**src/rtl/div_monitor.sv**
```systemverilog
// Period/duty checker for divide-by-N clock outputs sampled on the divider's own clock.
// Optional duty-cycle tracking is enabled by defining DIV_MON_DUTY_CHECK_EN.
module div_monitor #(
   parameter int N        = 3,
   parameter int CNT_W    = 8,
   parameter int LOCK_CNT = 4,
   parameter int ERR_W    = 8
) (
   input  logic             clk,
   input  logic             rst,
   input  logic             en,
   input  logic             div_in,
   output logic [CNT_W-1:0] period,
   output logic [CNT_W-1:0] high_cnt,
   output logic             period_valid,
   output logic             locked,
   output logic             lock_lost,
   output logic [ERR_W-1:0] err_cnt
);

   localparam int GW = $clog2(LOCK_CNT + 1);
   localparam logic [CNT_W-1:0] N_C     = CNT_W'(N);
   localparam logic [CNT_W-1:0] TWO_N   = CNT_W'(2 * N);
   localparam logic [CNT_W-1:0] CNT_ONE = CNT_W'(1);
   localparam logic [GW-1:0]    LOCK_C  = GW'(LOCK_CNT);

   typedef enum logic [1:0] {IDLE, SYNC, MEASURE, LOCKED} state_t;

   state_t           state_reg;
   logic             div_d_reg;
   logic [CNT_W-1:0] cnt_reg;
   logic [GW-1:0]    good_reg;

   logic             rise;
   logic             active;
   logic             period_end;
   logic             timeout;
   logic             start;
   logic             duty_ok;
   logic             good_period;
   logic [GW-1:0]    good_next;
   logic [ERR_W-1:0] err_next;

   assign rise        = div_in & ~div_d_reg;
   assign active      = en && (state_reg == MEASURE || state_reg == LOCKED);
   assign period_end  = active && rise;
   assign timeout     = active && !rise && (cnt_reg == TWO_N);
   assign start       = en && rise && (state_reg != IDLE);
   assign good_period = (cnt_reg == N_C) && duty_ok;
   assign good_next   = (good_reg >= LOCK_C) ? good_reg : good_reg + GW'(1);
   assign err_next    = (&err_cnt) ? err_cnt : err_cnt + ERR_W'(1);

`ifdef DIV_MON_DUTY_CHECK_EN
   logic [CNT_W-1:0] hcnt_reg;

   // Either N/2 or (N+1)/2 high samples is a 50% duty clock seen on one edge.
   assign duty_ok = (hcnt_reg == CNT_W'(N / 2)) || (hcnt_reg == CNT_W'((N + 1) / 2));

   always_ff @(posedge clk or posedge rst) begin
      if (rst) begin
         hcnt_reg <= '0;
         high_cnt <= '0;
      end else begin
         if (period_end || timeout)
            high_cnt <= hcnt_reg;
         if (start)
            hcnt_reg <= CNT_ONE;
         else if (active && !timeout)
            hcnt_reg <= hcnt_reg + {{(CNT_W-1){1'b0}}, div_in};
         else
            hcnt_reg <= '0;
      end
   end
`else
   assign duty_ok  = 1'b1;
   assign high_cnt = '0;
`endif

   always_ff @(posedge clk or posedge rst) begin
      if (rst) begin
         state_reg    <= IDLE;
         div_d_reg    <= 1'b0;
         cnt_reg      <= '0;
         good_reg     <= '0;
         period       <= '0;
         period_valid <= 1'b0;
         locked       <= 1'b0;
         lock_lost    <= 1'b0;
         err_cnt      <= '0;
      end else begin
         div_d_reg    <= div_in;
         period_valid <= 1'b0;
         // Disabling wins over any rise or timeout sampled in the same cycle.
         if (!en) begin
            state_reg <= IDLE;
            locked    <= 1'b0;
            cnt_reg   <= '0;
            good_reg  <= '0;
         end else begin
            case (state_reg)
               IDLE: begin
                  cnt_reg   <= '0;
                  good_reg  <= '0;
                  state_reg <= SYNC;
               end
               SYNC: begin
                  if (rise) begin
                     cnt_reg   <= CNT_ONE;
                     state_reg <= MEASURE;
                  end
               end
               MEASURE, LOCKED: begin
                  if (rise) begin
                     period_valid <= 1'b1;
                     period       <= cnt_reg;
                     cnt_reg      <= CNT_ONE;
                     if (good_period) begin
                        good_reg <= good_next;
                        if (good_next == LOCK_C) begin
                           locked    <= 1'b1;
                           state_reg <= LOCKED;
                        end
                     end else begin
                        good_reg <= '0;
                        err_cnt  <= err_next;
                        if (state_reg == LOCKED) begin
                           locked    <= 1'b0;
                           lock_lost <= 1'b1;
                           state_reg <= MEASURE;
                        end
                     end
                  end else if (timeout) begin
                     period_valid <= 1'b1;
                     period       <= '0;
                     cnt_reg      <= '0;
                     good_reg     <= '0;
                     err_cnt      <= err_next;
                     locked       <= 1'b0;
                     if (locked)
                        lock_lost <= 1'b1;
                     state_reg <= SYNC;
                  end else begin
                     cnt_reg <= cnt_reg + CNT_ONE;
                  end
               end
               default: state_reg <= IDLE;
            endcase
         end
      end
   end

endmodule

```
**config.mk**
```make
export PLATFORM = sky130hd
export DESIGN_NAME = div_monitor
export DESIGN_NICKNAME = d
export VERILOG_FILES = /design/src/rtl/div_monitor.sv
export SDC_FILE = /design/constraint.sdc
export NUM_CORES = 1
export LEC_CHECK = 0
export CAP_MARGIN = 20
export CORE_UTILIZATION = 40
export DETAILED_ROUTE_END_ITERATION = 8
export HOLD_SLACK_MARGIN = 0.02
export PLACE_DENSITY = 0.65
export SYNTH_ARGS = -nofsm -noshare
export SYNTH_HDL_FRONTEND = slang
export SYNTH_SLANG_ARGS = --single-unit
```
**constraint.sdc**
```tcl
create_clock -name clk -period 1.8 [get_ports clk]
set_input_delay 0.54 -clock clk [delete_from_list [all_inputs] [get_ports clk]]
set_output_delay 0.54 -clock clk [all_outputs]
set_load 0.005 [all_outputs]
```
* Yosys cells after proc, flatten, opt, wreduce, memory -nomap -nowiden *
Index checks and enable logic that the tools add are counted.

word-level totals
  register bits = 33
  bits in latches = 0
  RAM bits = 0
  ROM bits = 0
  input port bits = 4
  logic and storage cells = 89
  memories kept = 0

cells by class
  add/subtract/negate cells = 3
  multipliers = 0
  div/mod/pow operators = 0
  $lt $le $gt $ge = 1
  equality and inequality tests = 17
  shifts and indexed selects = 0
  muxes and demuxes = 41
  bitwise operators = 2
  reductions and logical operators = 16

operators with widths
  operator                                       count
  two-way mux 8 bit                              10
  one-hot mux 8 bit (3 select lines)             1
  adder 8 x 1 -> 8 bit, second input constant    2
  two-way mux 1 bit                              16
  two-way mux 3 bit                              5
  two-way mux 2 bit                              7
  AND reduction 4 bit                            3
  != test 5 bit, second input constant           2
  == test 8 x 2 -> 1 bit, second input constant  1
  == test 8 x 3 -> 1 bit, second input constant  1
  AND reduction 8 bit                            1
  != test 3 x 1 -> 1 bit, second input constant  2
  one-hot mux 2 bit (3 select lines)             1
  one-hot mux 3 bit (2 select lines)             1
  AND reduction 6 bit                            1
  == test 2 bit, second input constant           2
  != test 2 x 1 -> 1 bit, second input constant  2
  != test 4 x 2 -> 1 bit, second input constant  1
  != test 4 x 3 -> 1 bit, second input constant  1
  != test 4 bit, second input constant           1
  nonzero test 2 bit                             2
  adder 3 x 1 -> 3 bit, second input constant    1
  == test 3 bit, second input constant           1
  >= comparator 3 bit, second input constant     1
  12 further kinds                               14

* Logic depth before layout (Yosys ltp) *
Gate-level depths: netlist (run 1).

  word-level depth = 9
  depth in mapped cells = 7
  depth with buffers taken out = 6

* Least setup slack after synthesis (run 1) *
No wires, ideal clock.

  path kind = register to register
  start point = reg cnt_reg[3]
  end point = reg err_cnt[6]
  setup time = 0.128 ns
  data arrival time = 1.764 ns
  data required time = 1.672 ns
  setup slack = -0.092 ns
  stages on the path, launching flop included = 6
  clock period less this slack = 1.892 ns
  cell sequence = dfrtp_1 > buf_2 > nor4b_4 > nand3_4 > a2111oi_4 > mux2_1

between the ends
  cells in the longest elaborated chain, start to end = 4
  elaborated cells on any way between the ends = 6
  those cells by class = eq/ne: 3; reduce/logical: 3

RTL lines
  item                             line  RTL
  from (decl)                      31    logic [CNT_W-1:0] cnt_reg;
  from (signal assigned)           143   cnt_reg <= cnt_reg + CNT_ONE;
  == test 8 x 3 -> 1 bit           47    assign timeout = active && !rise && (cnt_reg == TWO_N);
  logical AND 1 bit                47
  nonzero test 2 bit (no line)     n/a
  AND reduction 4 bit (no line) *  n/a
  to (signal assigned)             125   err_cnt <= err_next;
  to (signal assigned)             137   err_cnt <= err_next;
  to (decl)                        18    output logic [ERR_W-1:0] err_cnt

Every way passes the cells marked *; elsewhere a longest branch is shown, timed or not.
A chain may end at the register's enable or synchronous reset.

* Final worst setup path (run 1) *
  start point = reg cnt_reg[0]
  end point = reg err_cnt[6]

The elaborated chain is that of the path after synthesis.

==> results of run 1 <==
-- repair_timing --
item / 4_1_cts / 5_1_grt
resized for setup: 19 / 22
gates cloned: 0 / 2
buffers inserted: 10 / 8
endpoints found under the setup margin: 18 / 32
pin swaps: 6 / 17
-- synth_stat cells (3+ instances only) --
master    count  area [um^2]
dfrtp_1      33          826
a211o_1       3         26.3
a22o_1       11         96.3
nand2_1      23         86.3
buf_4         9         67.6
mux2_2        3         33.8
inv_1         9         33.8
a211oi_1      3         22.5
nor2_1        6         22.5
nor3_1        4         20.0
nor2b_1       3         18.8
ha_1          5         62.6
a21oi_1       7         35.0
and3_1        3         18.8
a21o_1        5         37.5
nand3_1       5         25.0
o21ai_0       9         45.0
-- routing by layer --
layer  wire length (um)  GRT usage [%]  up-vias
met1               2060           23.3      861
met5                  0              0        -
met4                 72           10.7        0
met3                182           4.47        9
li1                   -              -      802
met2               2620           36.3       53
-- worst paths after layout --
kind | endpoint | depth (start not counted) | from
worst max register to register | err_cnt[6]$_DFFE_PP0P_ | 6 | cnt_reg[0]$_DFFE_PP0N_
worst min-delay path | lock_lost$_DFFE_PP0P_ | 1 | lock_lost$_DFFE_PP0P_
worst min register to register | lock_lost$_DFFE_PP0P_ | 1 | lock_lost$_DFFE_PP0P_
min in group asynchronous | err_cnt[5]$_DFFE_PP0P_ | 3 | rst
max in group asynchronous | err_cnt[4]$_DFFE_PP0P_ | 3 | rst
worst max-delay path | err_cnt[6]$_DFFE_PP0P_ | 6 | cnt_reg[0]$_DFFE_PP0N_
-- metrics by stage --
stage          setup TNS (ns)  utilization (%)  power (W)  std cells  instance area, um^2
2_1_floorplan         -0.0906                -   0.000914        189                 1910
3_3_place_gp            -7.94             54.6    0.00101        289                 2410
3_5_place_dp            -8.84             54.6    0.00101        289                 2410
4_1_cts                -0.433             60.3    0.00167        307                 2660
5_1_grt                 -1.11             63.6    0.00173        314                 2810
6_report               -0.532             63.6    0.00167        314                 2810
-- critical path: stages (launching register included) --
cell and delay (ns):
dfrtp_2 0.45, buf_12 0.14, ha_4 0.15, nor4b_4 0.13
a21o_1 0.24, a2111oi_4 0.38, mux2_4 0.33
-- kinds of logic after synthesis --
kind of cell / share of synthesized area (%)
AND/OR/NAND/NOR: 17.1
AO/OA/AOI/OAI: 22.5
flip-flops: 44.2
buffers and inverters: 6.63
multiplexers: 4.09
adder cells (fa/ha/maj): 3.35
XOR/XNOR: 1.88
other: 0.201
-- cell type report --
type / instances / area, um^2
Tap cell: 52 / 65.1
Clock buffer: 7 / 96.3
Inverter: 9 / 33.8
Clock inverter: 1 / 5.00
Timing Repair Buffer: 78 / 696
Fill cell: 335 / 1610
Multi-Input combinational cell: 134 / 1080
Sequential cell: 33 / 830
-- power breakdown --
group          internal [W]  switching, W  total (W)
sequential         0.000767     0.0000322   0.000800
combinational      0.000131      0.000112   0.000243
clock              0.000346      0.000286   0.000632
total               0.00124      0.000430    0.00167
==> metrics.cfg, run 1 <==
[cts]
cts_tree=yes
cts_buffers=5
clock_latency_ns=0.29
cts-root-buf=clkbuf_8
htree_num_levels=2
clk_path_buf_depth=2
hold_buffers=0
cts_sinks=33
cts.clk_slew.worst_paths_ns=0.08

[finish]
final_cell_mix=47 x buf_4, 30 x dfrtp_1, 21 x nand2_1
num-nets-final=270
layout_commonest_cell=buf_4
area_delta_synth_final_pct=50.4
n_antenna_cell=0
layout-drive-gt1-share_pct=36.6

[run_status]
status=finished with violations
violations=setup timing

[worst_setup_path]
critPathLaunchType=register
critPathRequiredTime_ns=1.98
worstSetupPathType=reg2reg
rrSetupSlack_ns=-0.13
endpoint_kind=register
critPathMaxFanout=4
crit_arrival_ns=2.11

[grt]
grt_pass1_wl_um=8150
grt_start_max_net_pins=34
grt_pass1_vias=1797
overflow=0
grt_usage_pct=20.7
antenna_found_initial=0

[min_path]
hp-class=reg2reg

[logic_synthesis]
syn_area_mm2=0.00187
ys_ff_latch=33
yosys_warnings=0
async_flop_share_pct=100
ys_types=48
ys_seq_area_share_pct=44.2
synth_edf_count=0
synthCells=182
syn_area_per_cell_um2=10.3
synth_ff_type=dfrtp_1

[die]
num_rows=24
dieHeight_um=70.3
dieArea_mm2=0.00494
die_w_um=70.3
start_util_pct=42.3
ios=31
coreArea_mm2=0.00441

[timing]
slew_viol_final=0
rsz0062_at_grt=yes
finalSetupViolCount=7
fin_skew_ns=0.0110
max_freq_mhz=518
fin_crit_sh_pct=107
hold_ws_ns=0.462
final-hold-violation-count=0
worst_slack_ns=-0.130
finalWorstPathRequiredPeriod_ns=1.93

[routing]
drtPass1Iterations=4
avgViaCountPerCell=5.49
vias=1725
routedWlPerCell_um=15.7
drt-initial-drc-count=82
drt-total-wl_um=4940
drc=0
antenna_left=0

[power_and_ir_drop]
p_leak_nw=1.31
ir_drop_mv=0.425
power_density_mw_per_mm2=596

[placement]
gp_congestion=0.915
numPortBuffers=22
dp_hpwl_um=3290
dpl_worst_slack_ns=-0.457

[run]
cap_violations=0

Power figures use the tool's default switching activity.
==> run 2: changes to the inputs <==
--- a/config.mk
+++ b/config.mk
@@ -8,8 +8,10 @@
 export CAP_MARGIN = 20
 export CORE_UTILIZATION = 40
 export DETAILED_ROUTE_END_ITERATION = 8
+export GPL_TIMING_DRIVEN = 0
 export HOLD_SLACK_MARGIN = 0.02
 export PLACE_DENSITY = 0.65
+export SLEW_MARGIN = 25
 export SYNTH_ARGS = -nofsm -noshare
 export SYNTH_HDL_FRONTEND = slang
 export SYNTH_SLANG_ARGS = --single-unit
==> metrics.cfg, run 2 (synthesis results as in run 1) <==
[run_status]
status=finished with violations
violations=setup timing

[cts]
clk_path_buf_depth=2  ; unchanged
cts-root-buf=clkbuf_8
htree_num_levels=2  ; unchanged
cts.clk_slew.worst_paths_ns=0.06  ; -0.02 ns
cts_sinks=33  ; unchanged
clock_latency_ns=0.30  ; about the same
hold_buffers=0  ; unchanged
cts_tree=yes
cts_buffers=5  ; unchanged

[die]
num_rows=24  ; unchanged
die_w_um=70.3  ; unchanged
dieArea_mm2=0.00494  ; unchanged
dieHeight_um=70.3  ; unchanged
coreArea_mm2=0.00441  ; unchanged
start_util_pct=42.3  ; unchanged
ios=31  ; unchanged

[worst_setup_path]
crit_family=compound AO/OA/AOI/OAI gates
reg2reg_to=err_cnt[6]$_DFFE_PP0P_
slowest_stage=dfrtp_2
cp.depth=6  ; unchanged
critPathLaunchType=register
critPathCapture=err_cnt[6]$_DFFE_PP0P_
critPathLaunch=cnt_reg[0]$_DFFE_PP0N_
r2r_start=cnt_reg[0]$_DFFE_PP0N_
path_cells=ha_4, nor4b_4, a21o_1, buf_6, a2111oi_4, mux2_4
rrSetupSlack_ns=-0.11  ; +0.02 ns
endpoint_kind=register
critPathMaxStageDelay_ns=0.46  ; about the same
critPathRequiredTime_ns=1.98  ; about the same
r2r_cells=6  ; unchanged
worstSetupPathType=reg2reg
critPathMaxFanout=8  ; +4
crit_arrival_ns=2.09  ; -0.02 ns
cp_num_buf_inv=1  ; unchanged

[grt]
grt_pass1_wl_um=6850  ; -16%
grt_pass1_vias=1525  ; -15%
grt_usage_pct=17.5  ; -3.2 points
overflow=0  ; unchanged
antenna_found_initial=0  ; unchanged
grt_start_max_net_pins=34  ; unchanged

[timing]
finalWorstPathRequiredPeriod_ns=1.91  ; -0.0170 ns
worst_slack_ns=-0.113  ; +0.0170 ns
slew_viol_final=0  ; unchanged
finalSetupViolCount=15  ; +8
rsz0062_at_grt=yes
worst_slew_pin_slew_ns=0.686
fin_skew_ns=0.0104  ; -0.000656 ns
fin_crit_sh_pct=106  ; -0.94 points
max_freq_mhz=523  ; +0.89%
maxSlewHeadroom_pct=54.2
final-hold-violation-count=0  ; unchanged

[finish]
layout_commonest_cell=dfrtp_1
area_delta_synth_final_pct=40.9
finalNonFillerCells=295  ; -6.1%
final_area_mm2=0.00263  ; -6.3%
final_cell_mix=31 x dfrtp_1, 28 x buf_4, 21 x nand2_1
layout-drive-gt1-share_pct=31.7  ; -5.0 points
register_area_um2=828  ; -0.15%
nFillCells=382  ; +14%
multiInputGateArea_mm2=0.00107  ; -1.3%
num-nets-final=251  ; -7.0%
n_antenna_cell=0  ; unchanged

[power_and_ir_drop]
power_density_mw_per_mm2=623  ; +4.5%
finalPower_w=0.00164  ; -2.2%
p_leak_nw=1.18  ; -9.9%
ir_drop_mv=0.415  ; -2.3%

[placement]
dp_hpwl_um=2620  ; -20%
gp_congestion=0.782  ; -15%
placedCellCount=263  ; -9.0%
numPortBuffers=22  ; unchanged
dpl_cell_area_mm2=0.00219  ; -9.1%

[routing]
drtPass1Iterations=4  ; unchanged
vias=1589  ; -7.9%
drt-total-wl_um=4320  ; -12%
drt-initial-drc-count=104  ; +27%
routedWlPerCell_um=14.6  ; -6.8%
antenna_left=0  ; unchanged
avgViaCountPerCell=5.39  ; -2.0%
drc=0  ; unchanged

[run]
cap_violations=0  ; unchanged

[min_path]
hp-class=reg2reg

[run 2: layer usage]
metal  global-route usage [%]  vias up  wire length [um]
li1                         -      761                 -
met1                     21.4      767              1980
met2                     29.7       50              2060
met3                     3.75       11               160
met4                     6.89        0               121
met5                        0        -                 0
[run 2: worst min path at each step]
stage	startpoint	end	slack, ns	cells past startpoint
floorplan	lock_lost$_DFFE_PP0P_	lock_lost$_DFFE_PP0P_	0.45	1
global placement	lock_lost$_DFFE_PP0P_	lock_lost$_DFFE_PP0P_	0.45	1
detailed placement	lock_lost$_DFFE_PP0P_	lock_lost$_DFFE_PP0P_	0.45	1
CTS	lock_lost$_DFFE_PP0P_	lock_lost$_DFFE_PP0P_	0.46	1
global route	lock_lost$_DFFE_PP0P_	lock_lost$_DFFE_PP0P_	0.49	1
finish	lock_lost$_DFFE_PP0P_	lock_lost$_DFFE_PP0P_	0.46	1
[run 2: area by class of cell]
class | instances | share of cell area, %
Tap cell | 52 | 2.47
Multi-Input combinational cell | 133 | 40.6
Inverter | 9 | 1.28
Timing Repair Buffer | 48 | 16.6
Buffer | 12 | 3.71
Clock inverter | 1 | 0.190
Clock buffer | 7 | 3.66
Sequential cell | 33 | 31.5
[run 2: stage by stage]
stage	utilization, %	hold slack, ns	setup TNS, ns	setup slack, ns
floorplan	-	0.451	-0.0906	-0.0453
global placement	49.7	0.448	-24.76	-0.842
detailed placement	49.7	0.447	-16.21	-0.878
CTS	56.0	0.462	-0.789	-0.143
global route	59.6	0.486	-2.00	-0.176
finish	59.6	0.457	-0.880	-0.113
[run 2: timing repair]
action,4_1_cts,5_1_grt
endpoints found under the setup margin,28,30
buffers inserted,16,9
cloned,1,0
gates resized for setup,26,20
pin swaps,6,20
[run 2: power by group]
part / internal [W] / total (W) / switching (W)
Combinational: 0.000111 / 0.000211 / 0.000101
Clock: 0.000346 / 0.000626 / 0.000280
Sequential: 0.000768 / 0.000801 / 0.0000337
==> patch (flow settings as in run 2) <==
The option `DIV_MON_DUTY_CHECK_EN` is turned on by a define.
--- a/src/rtl/div_monitor.sv
+++ b/src/rtl/div_monitor.sv
@@ -2,2 +2,4 @@
 // Optional duty-cycle tracking is enabled by defining DIV_MON_DUTY_CHECK_EN.
+`define DIV_MON_DUTY_CHECK_EN
+
 module div_monitor #(
Formal check against the unedited RTL: not equivalent (a bounded check fails within 10 cycles, from zero or initial values and one cycle with rst high).
==> patch against run 2 <==
Power rose by 25%. First-iteration DRC count rose by 29%. Wire length rose by 25%. Cell area rose by 24%. Synthesized area rose by 30%. Largest cell class unchanged. Combinational power fell by 9.5%. Sequential cell count rose by 16. Setup slack improved by 0.15 ns.
==> patch: results (changes against run 2) <==
stage;metric;value;unit;change
status;status;completed;;was finished with violations
layout;multi-input combinational area share;0.384;;was 0.406
global_routing;first-pass GRT wire length;9110;um;was 6850 um
global_routing;met2 usage;0.304;;was 0.297
worst_setup_path;critical path's slowest cell;or4b_4;;was dfrtp_2
pwr;clock share of power;0.343;;was 0.382
floorplanning;core area;5890;um^2;was 4410 um^2
detailed_routing;via count;1920;;was 1589
layout;multi-input gates;168;;was 133
clock_tree;CTS buffer count;5;;unchanged
layout;register area;1240;um^2;was 828 um^2
timing;Worst-Margin Slew;0.465;ns;was 0.686 ns
layout;layout cells sized above 1;0.259;;was 0.317
pwr;leakage;1.49;nW;was 1.18 nW
logic_synthesis;largest cells by area after synthesis;dfrtp_1 (50%), nand2_1 (6.0%), xor2_1 (4.3%);;was dfrtp_1 (44%), a22o_1 (5.2%), nand2_1 (4.6%)
layout;nets;304;;was 251
clock_tree;maximum clock path buffer count;2;;unchanged
pwr;worst vdd ir;0.438;mV;was 0.415 mV
worst_setup_path;slowest cell delay on critical path;0.55;ns;was 0.46 ns
placement;dpl hpwl;3610;um;was 2620 um
global_routing;GRT met3 Usage;0.0343;;was 0.0375
logic_synthesis;post-synthesis sequential area ratio;0.504;;was 0.442
logic_synthesis;Synth Register Bits;49;;was 33
hold_path;Hold Path Depth;2;;was 1
layout;Final Non-Filler Cells;369;;was 295
clock_tree;Reg clk slew, reported paths;0.09;ns;was 0.06 ns
placement;placed cell areas;2850;um^2;was 2190 um^2
logic_synthesis;top cells by count, synth;dfrtp_1 (49), nand2_1 (39), nor2_1 (14);;was dfrtp_1 (33), nand2_1 (23), a22o_1 (11)
global_routing;initial antenna violation count;0;;unchanged
worst_setup_path;crit-path leading delay family;simple AND/OR/NAND/NOR gates;;was compound AO/OA/AOI/OAI gates
logic_synthesis;Unique masters post-synth;51;;was 48
detailed_routing;Total Routed Length;5420;um;was 4320 um
placement;IO buf count;30;;was 22
worst_setup_path;Max FO, Critical Path;4;;was 8
placement;Cell Count Post-Placement;341;;was 263
timing;clock skew;0.0101;ns;was 0.0104 ns
global_routing;largest net degree at the start of global routing;31;;was 34
worst_setup_path;reg2reg path depth;5;;was 6
logic_synthesis;Syn Area/Cell;10.4;um^2;was 10.3 um^2
worst_setup_path;Critical Path AT;1.99;ns;was 2.09 ns
pwr;internal power;1.57;mW;was 1.22 mW
global_routing;GR Util met1;0.255;;was 0.214
placement;routability cong.;0.844;;was 0.782
global_routing;total track usage;0.187;;was 0.175
detailed_routing;DRT iter0 DRCs;134;;was 104
layout;Data buffer area share;0.168;;was 0.203
pwr;power density over the cells;627;nW/um^2;was 623 nW/um^2
layout;clk tree area frac;0.0310;;was 0.0385
layout;# fillers;516;;was 382
-- patch: kinds of logic after synthesis --
family,share of synthesized area
DFF,0.504
AOI/OAI and AO/OA,0.113
buffers and inverters,0.0329
and+or+nand+nor,0.237
muxes,0.0128
xor gates and xnor gates,0.0647
adders and majority gates,0.0360
-- patch: timing repair --
item	4_1_cts	5_1_grt
setup endpoints to repair	44	24
gates resized for setup	26	24
pin swaps	4	11
hold buffers	0	0
buffers inserted	10	11
-- patch: final timing paths --
kind	start	end	slack, ns
setup / recovery	hcnt_reg[6]	err_cnt[7]	0.04
hold / removal	high_cnt[7]	high_cnt[7]	0.48
setup reg to reg	hcnt_reg[6]	err_cnt[7]	0.04
hold reg to reg	high_cnt[7]	high_cnt[7]	0.48
max in group asynchronous	rst	cnt_reg[4]	0.70
min in group asynchronous	rst	high_cnt[3]	0.56
-- patch: through the flow --
| step | setup WS [ns] | power (mW) | hold slack (ns) |
|---|---|---|---|
| after global placement | -0.895 | 1.35 | 0.440 |
| final | 0.0357 | 2.05 | 0.479 |
| after global routing | -0.0602 | 2.14 | 0.516 |
| after CTS | 0.00307 | 2.08 | 0.484 |
| after detailed placement | -0.623 | 1.36 | 0.462 |
| after floorplan | 0.0733 | 1.27 | 0.451 |
-- patch: worst min-delay path: stages, from the launching register on --
cell	delay [ns]
dfrtp_1	0.35
nand2_1	0.05
nand2_1	0.06
-- patch: layer usage --
layer | share of wire | vias up
met5 | 0 | -
met4 | 0.010 | 0
met3 | 0.037 | 4
met2 | 0.47 | 39
met1 | 0.48 | 940
li1 | - | 937
